## src/rtl/stopwatch_pkg.sv

```systemverilog
// Shared definitions for the stopwatch timekeeping datapath and the display
// driver that consumes its BCD output.
//
// Contents:
//   BCD_W          width of one BCD digit
//   DIGITS_W       width of the packed {sec_tens, sec_ones, cs_tens, cs_ones} bus
//   *_MAX          largest legal value of each digit position
//   *_LSB          bit offset of each digit inside the packed bus
package stopwatch_pkg;

    localparam int BCD_W    = 4;
    localparam int DIGITS_W = 4 * BCD_W;

    // Largest value each digit may hold before it rolls over to 0.
    localparam int CS_ONES_MAX  = 9;
    localparam int CS_TENS_MAX  = 9;
    localparam int SEC_ONES_MAX = 9;
    localparam int SEC_TENS_MAX = 5;

    // Field offsets inside the packed digits bus.
    localparam int CS_ONES_LSB  = 0;
    localparam int CS_TENS_LSB  = 4;
    localparam int SEC_ONES_LSB = 8;
    localparam int SEC_TENS_LSB = 12;

endpackage

```

## src/rtl/bcd_digit_cnt.sv

```systemverilog
// One BCD digit of the stopwatch time value, chained to its neighbours
// through carry.
//
// Ports:
//   clk    in   rising-edge clock
//   reset  in   synchronous active-high reset, digit -> 0
//   clr    in   synchronous clear, digit -> 0 (lower priority than reset)
//   inc    in   advance the digit by one on this edge
//   digit  out  current digit value, registered
//   carry  out  combinational: inc & (digit == MAX); increments the next digit
module bcd_digit_cnt
    import stopwatch_pkg::*;
#(
    parameter int MAX = 9
) (
    input  logic             clk,
    input  logic             reset,
    input  logic             clr,
    input  logic             inc,
    output logic [BCD_W-1:0] digit,
    output logic             carry
);

    localparam logic [BCD_W-1:0] MAX_D = BCD_W'(MAX);

    always_ff @(posedge clk) begin
        if (reset || clr) begin
            digit <= '0;
        end else if (inc) begin
            // ">=" rather than "==": an out-of-range value (never reached in
            // normal operation) is folded back to 0 on the next increment.
            if (digit >= MAX_D) begin
                digit <= '0;
            end else begin
                digit <= digit + BCD_W'(1);
            end
        end
    end

    assign carry = inc && (digit == MAX_D);

endmodule

```

## src/rtl/stopwatch_counter.sv

```systemverilog
// Timekeeping datapath of the stopwatch. Divides the board clock down to
// centisecond ticks and keeps a 4-digit BCD time value SS.CC (00.00-59.99).
//
// Ports:
//   clk            in   system clock, rising edge
//   reset          in   synchronous active-high reset
//   init_regs      in   synchronous clear of time and prescaler
//   count_enabled  in   advance time while high; hold (with phase) while low
//   digits         out  {sec_tens, sec_ones, cs_tens, cs_ones}, registered
//   tick           out  one-cycle pulse in the cycle the centisecond changes
//   wrap           out  one-cycle pulse in the cycle digits roll 59.99 -> 00.00
module stopwatch_counter
    import stopwatch_pkg::*;
#(
    parameter int TICKS_PER_CS = 1_000_000,
    parameter int PRESCALE_W   = 20
) (
    input  logic                clk,
    input  logic                reset,
    input  logic                init_regs,
    input  logic                count_enabled,
    output logic [DIGITS_W-1:0] digits,
    output logic                tick,
    output logic                wrap
);

    localparam logic [PRESCALE_W-1:0] PRESCALE_LAST = PRESCALE_W'(TICKS_PER_CS - 1);

    logic [PRESCALE_W-1:0] prescale;
    logic                  cs_inc;

    logic [BCD_W-1:0] cs_ones;
    logic [BCD_W-1:0] cs_tens;
    logic [BCD_W-1:0] sec_ones;
    logic [BCD_W-1:0] sec_tens;

    logic cs_ones_carry;
    logic cs_tens_carry;
    logic sec_ones_carry;
    logic sec_tens_carry;

    // A centisecond elapses on the enabled edge that finds the prescaler at
    // its last count. Gating by count_enabled is what preserves the partial
    // interval across a pause.
    assign cs_inc = count_enabled && (prescale == PRESCALE_LAST);

    always_ff @(posedge clk) begin
        if (reset || init_regs) begin
            prescale <= '0;
        end else if (count_enabled) begin
            if (cs_inc) begin
                prescale <= '0;
            end else begin
                prescale <= prescale + PRESCALE_W'(1);
            end
        end
    end

    bcd_digit_cnt #(.MAX(CS_ONES_MAX)) u_cs_ones (
        .clk   (clk),
        .reset (reset),
        .clr   (init_regs),
        .inc   (cs_inc),
        .digit (cs_ones),
        .carry (cs_ones_carry)
    );

    bcd_digit_cnt #(.MAX(CS_TENS_MAX)) u_cs_tens (
        .clk   (clk),
        .reset (reset),
        .clr   (init_regs),
        .inc   (cs_ones_carry),
        .digit (cs_tens),
        .carry (cs_tens_carry)
    );

    bcd_digit_cnt #(.MAX(SEC_ONES_MAX)) u_sec_ones (
        .clk   (clk),
        .reset (reset),
        .clr   (init_regs),
        .inc   (cs_tens_carry),
        .digit (sec_ones),
        .carry (sec_ones_carry)
    );

    bcd_digit_cnt #(.MAX(SEC_TENS_MAX)) u_sec_tens (
        .clk   (clk),
        .reset (reset),
        .clr   (init_regs),
        .inc   (sec_ones_carry),
        .digit (sec_tens),
        .carry (sec_tens_carry)
    );

    assign digits[CS_ONES_LSB  +: BCD_W] = cs_ones;
    assign digits[CS_TENS_LSB  +: BCD_W] = cs_tens;
    assign digits[SEC_ONES_LSB +: BCD_W] = sec_ones;
    assign digits[SEC_TENS_LSB +: BCD_W] = sec_tens;

    // Flags are registered on the same edge that updates the digits, so they
    // line up with the new value. The top of the carry chain is the full wrap.
    always_ff @(posedge clk) begin
        if (reset || init_regs) begin
            tick <= 1'b0;
            wrap <= 1'b0;
        end else begin
            tick <= cs_inc;
            wrap <= sec_tens_carry;
        end
    end

endmodule

```

## config.mk

```make
export PLATFORM = sky130hd
export DESIGN_NAME = stopwatch_counter
export DESIGN_NICKNAME = d
export VERILOG_FILES = /design/src/rtl/stopwatch_pkg.sv /design/src/rtl/bcd_digit_cnt.sv /design/src/rtl/stopwatch_counter.sv
export SDC_FILE = /design/constraint.sdc
export NUM_CORES = 1
export LEC_CHECK = 0
export ABC_AREA = 1
export CORE_ASPECT_RATIO = 1.5
export CORE_MARGIN = 5
export CORE_UTILIZATION = 60
export CTS_BUF_LIST = sky130_fd_sc_hd__clkbuf_2
export CTS_CLUSTER_SIZE = 25
export DETAILED_ROUTE_END_ITERATION = 8
export PLACE_DENSITY = 0.88
export SYNTH_ARGS = -nofsm -noshare
export SYNTH_HDL_FRONTEND = slang
export SYNTH_SLANG_ARGS = --single-unit
```

## constraint.sdc

```tcl
create_clock -name clk -period 2.5 [get_ports clk]
set_clock_uncertainty 0.15 [all_clocks]
set_input_delay 0.25 -clock clk [delete_from_list [all_inputs] [get_ports clk]]
set_output_delay 0.25 -clock clk [all_outputs]
set_load 0.03 [all_outputs]
```

# Word level (Yosys, flattened, before mapping)
# Index checks and enable logic that the tools add are counted.
# Widths: inputs -> output; s select.
# word_totals
ram_bits	0
elab_cells	32
mem_bits_ro	0
reg_bits	38
latch_bits	0
n_memories	0
out_inout_bits	18
input_bits	4
# op_classes
shifts	0
order_cmp	4
multipliers	0
div_mod_pow	0
addsub	5
bitwise	0
n_mux	5
n_reduce_logical	6
n_eq_ne	5
# ops
operator	count
$add 20x1->20 const B	1
$eq 20x20->1 const B	1
$mux 20	1
$add 4x1->4 const B	4
$mux 4	4
$eq 4x4->1 const B	3
$ge 4x4->1 const B	3
$logic_and 1x1->1	5
$eq 4x3->1 const B	1
$ge 4x3->1 const B	1
$logic_or 1x1->1	1

# Logic depth before layout (Yosys ltp)
# depth
ltp_word	6
depth_mapped	11
ltp_nobuf	11

# By module
# From an unflattened synthesis, not the netlist that was laid out.
# hier_totals
hier_cells	313
hier_area_um2	2179.6
# modules_own_cells
mod	cells_per_inst	instances	area_per_inst_um2	seq_area_each_um2
stopwatch_counter	181	1	1232.4	440.4
bcd_digit_cnt at u_cs_ones ...	33	3	231.5	80.1
bcd_digit_cnt at u_sec_tens	33	1	252.7	80.1

# Worst setup path after synthesis
# Ideal clock, no wire load.
# synth_path
kind	register -> register
start	register u_sec_ones.digit[0]
end	register u_sec_tens.digit[0]
setup_time_ps	114
stages_incl_launch_ff	7
slack_ps	718
path_buffers	0
arrival_time_ps	1518
period_less_slack_ps	1782
required_time_ps	2236
cell_sequence	dfxtp_1 > ha_1 > inv_1 > nor3_1 > nand3_4 > o21bai_1 > nor2_1
# synth_via
elab_chain_cells	2
# synth_rtl
item	line	text
start: declaration	bcd_digit_cnt.sv:20	output logic [BCD_W-1:0] digit,
start signal: assignment	bcd_digit_cnt.sv:35	digit <= digit + BCD_W'(1);
$eq 4x4->1	bcd_digit_cnt.sv:40	assign carry = inc && (digit == MAX_D);
$logic_and 1x1->1	bcd_digit_cnt.sv:40	
end signal: assignment	bcd_digit_cnt.sv:35	
end: declaration	bcd_digit_cnt.sv:20	
# No other way between the ends.
# A chain may end at the register's enable or synchronous reset.

# Final worst setup path
# layout_path
start	register u_cs_tens.digit[2]
end	output digits[6]
# layout_lines
item	line	text
start: declaration	bcd_digit_cnt.sv:20	
start signal: assignment	bcd_digit_cnt.sv:35	
end: declaration	stopwatch_counter.sv:22	output logic [DIGITS_W-1:0] digits,
# No word-level cell between the ends.

==> flow_summary.yaml <==
status:
  status: "completed"
worst_setup_path:
  critPathMaxStageDelay_ns: 0.71
  cp_data_arrival_time_ns: 1.57
  worst_setup_path_start_kind: "flip-flop"
  path_max_fanout: 5
  timing.critical_path.depth: 1
  path_class: "flip-flop to output pin"
  crit_family: "buffers and inverters"
  worstSetupEndpoint: "digits[6]"
  rr_startpoint: "prescale[0]"
  r2r_slack_ns: 0.57
  cp-end-kind: "output pin"
  cp-startpoint: "u_cs_tens.digit[2]"
  worstPathCellList: "clkdlybuf4s50_1"
  r2r_cells: 10
  critical_path_cell_with_the_highest_stage_delay: "sky130_fd_sc_hd__clkdlybuf4s50_1"
  cp_data_required_time_ns: 2.10
  critical_path_buf_inv_count: 1
  rr_endpoint: "u_sec_ones.digit[0]"
clock_network:
  clock_insertion_delay_worst_skew_ns: 0.39
  cts.path.max_buffers: 2
  clk_pin_slew_ns: 0.19
  cts_root_buf: "sky130_fd_sc_hd__clkbuf_2"
  post_cts_hold_buffer_count: 0
  ctsHtreeMaxLevel: 2
  cts.repair_timing.setup_buffer_count: 0
  cts.sinks: 38
  cts_repair_resizes: 0
  cts_tree: "built"
  numCtsBuffers: 5
route:
  wl_um: 4510
  vias: 1944
  drt_pre_antenna_iters: 7
  drtAntennaViolNets: 0
  detail_route.wl_per_cell_um: 12.2
  detail_route.vias_per_cell: 5.28
  number_of_drc_markers_in_iteration_0: 52
  drc: 0
synth:
  synth.yosys.seq_area_share_pct: 36.0
  ys_types: 32
  postSynthCellCount: 299
  nets_in_the_synthesized_netlist: 316
  mappedNetlistArea_sq_um: 2120
  yosys_warnings: 0
  synth-seq-cells: 38
  synth_area_per_cell_sq_um: 7.08
placed_design:
  port_buffers: 21
  post-place-cells: 360
  globalplace.congestion: 0.910
  hpwl_um: 3580
  postPlaceCellArea_sq_um: 2370
timing:
  period_needed_ns: 1.97
  timing.final.max_slew_violations: 0
  setup_tns_ns: 0
  final-setup-viol-count: 0
  finalCritPeriodShare_pct: 78.6
  slew-limit-headroom_pct: 51.2
  grt_setup_unrepaired: "false"
  worst_slew_pin_slew_ns: 0.727
  fmax_mhz: 509
  final_hold_vio_count: 0
global_route:
  grt_met3_usage_pct: 4.35
  via_count_of_the_first_global_routing_pass: 1889
  pin_count_of_the_biggest_net_entering_global_routing: 12
  grtUsageTotal_pct: 21.1
  grt_antenna_before_repair: 0
  globalRouteMet1Util_pct: 21.4
  wire_length_of_the_first_global_routing_pass_um: 7880
  globalRouteOverflowTotal: 0
  globalRoute.busiestLayer: "met2"
  grt.met2_usage_pct: 39.3
die:
  die_area_sq_um: 4840
  die_height_um: 82.7
  placementRows: 26
  die_w_um: 58.5
  initial_core_util_pct: 61.9
  core_region_area_sq_um: 3420
  io_pins: 22
layout:
  post_layout_nonfiller_instances: 368
  antennaDiodeCount: 0
  layout.nets: 342
  commonest_non_fill_non_tap_cells_in_the_layout: "sky130_fd_sc_hd__nand2_1 (53), sky130_fd_sc_hd__inv_1 (43), sky130_fd_sc_hd__nor2_1 (39)"
  area_delta_synth_final_pct: 13.7
  mostFrequentLayoutCell: "sky130_fd_sc_hd__nand2_1"
  final_layout_size_suffix_gt1_share_pct: 9.51
  final_design_area_no_fill_sq_um: 2400
worst_hold_path:
  hp-class: "flip-flop to flip-flop"
power_and_ir_drop:
  worst_ir_drop_vdd_mv: 0.303
  p_leak_nw: 0.922
  p_total_w: 0.000909
  cellPowerDensity_nw_per_um2: 378
run:
  number_of_maximum_capacitance_constraint_violations: 0
-- flip-flops by register name (all words and copies together) (netlist names) --
| register | count |
|---|---|
| prescale | 20 |
| u_sec_tens.digit | 4 |
| tick | 1 |
| u_cs_tens.digit | 4 |
| wrap | 1 |
| u_cs_ones.digit | 4 |
| u_sec_ones.digit | 4 |
-- synthesized netlist by cell type (all sizes together) --
master | instances | area [sq um]
a31oi | 3 | 18.8
nand4 | 6 | 37.5
nor4 | 2 | 12.5
dfxtp | 38 | 761
o21ai | 18 | 93.8
a21oi | 15 | 75.1
o211ai | 1 | 7.51
o31ai | 1 | 7.51
xor2 | 1 | 8.76
clkinv | 1 | 3.75
nor2 | 49 | 233
nand3 | 29 | 175
inv | 47 | 176
a221oi | 1 | 8.76
or2 | 1 | 6.26
o21bai | 3 | 22.5
nand2 | 56 | 218
buf | 4 | 27.5
nor3 | 6 | 30.0
ha | 13 | 163
a211oi | 2 | 15.0
nor3b | 2 | 15.0
-- cell type report --
type	instances	area [sq um]
inverter	48	180
sequential	38	761
multi-input combinational	209	1150
clock buffer	6	30.0
timing repair buffer	23	225
clock inverter	2	8.76
fill	303	1010
tap	42	52.6
-- kinds of logic (layout without fill, tap and decap cells) --
logic type                 count (synthesis)  in the layout  share of synthesized area (%)
xor gates and xnor gates                   1              1                          0.414
AOI/OAI and AO/OA                         44             44                           11.8
and+or+nand+nor                          151            151                           34.4
DFF                                       38             38                           36.0
adders and majority gates                 13             13                           7.69
buffers and inverters                     52             79                           9.82
-- per-layer routing --
metal  up-vias  share of wire, %
met2        40                53
li1       1020                 -
met5         -                 0
met4         0               3.3
met1       868                40
met3        16               3.4
-- metrics by stage --
stage	setup WS, ns	hold slack, ns	util, %
finish	0.534	0.369	70.4
global route	0.354	0.400	70.4
CTS	0.494	0.370	70.4
detailed placement	0.492	0.343	69.3
global placement	0.543	0.330	69.3
floorplan	0.718	0.297	-
-- worst min path at each step --
stage	endpoint	cells after the start	start
4_1_cts	prescale[12]	2	prescale[12]
2_1_floorplan	u_sec_ones.digit[2]	3	reset
3_5_place_dp	prescale[11]	2	prescale[11]
5_1_grt	prescale[12]	2	prescale[12]
6_report	prescale[12]	2	prescale[12]
3_3_place_gp	prescale[13]	2	prescale[13]
-- power breakdown --
group | switching (W) | leakage (nW) | internal (W)
Sequential | 0.00000159 | 0.306 | 0.000608
Clock | 0.000198 | 0.0304 | 0.0000688
Combinational | 0.0000200 | 0.585 | 0.0000126
(Power assumes the default switching activity.)
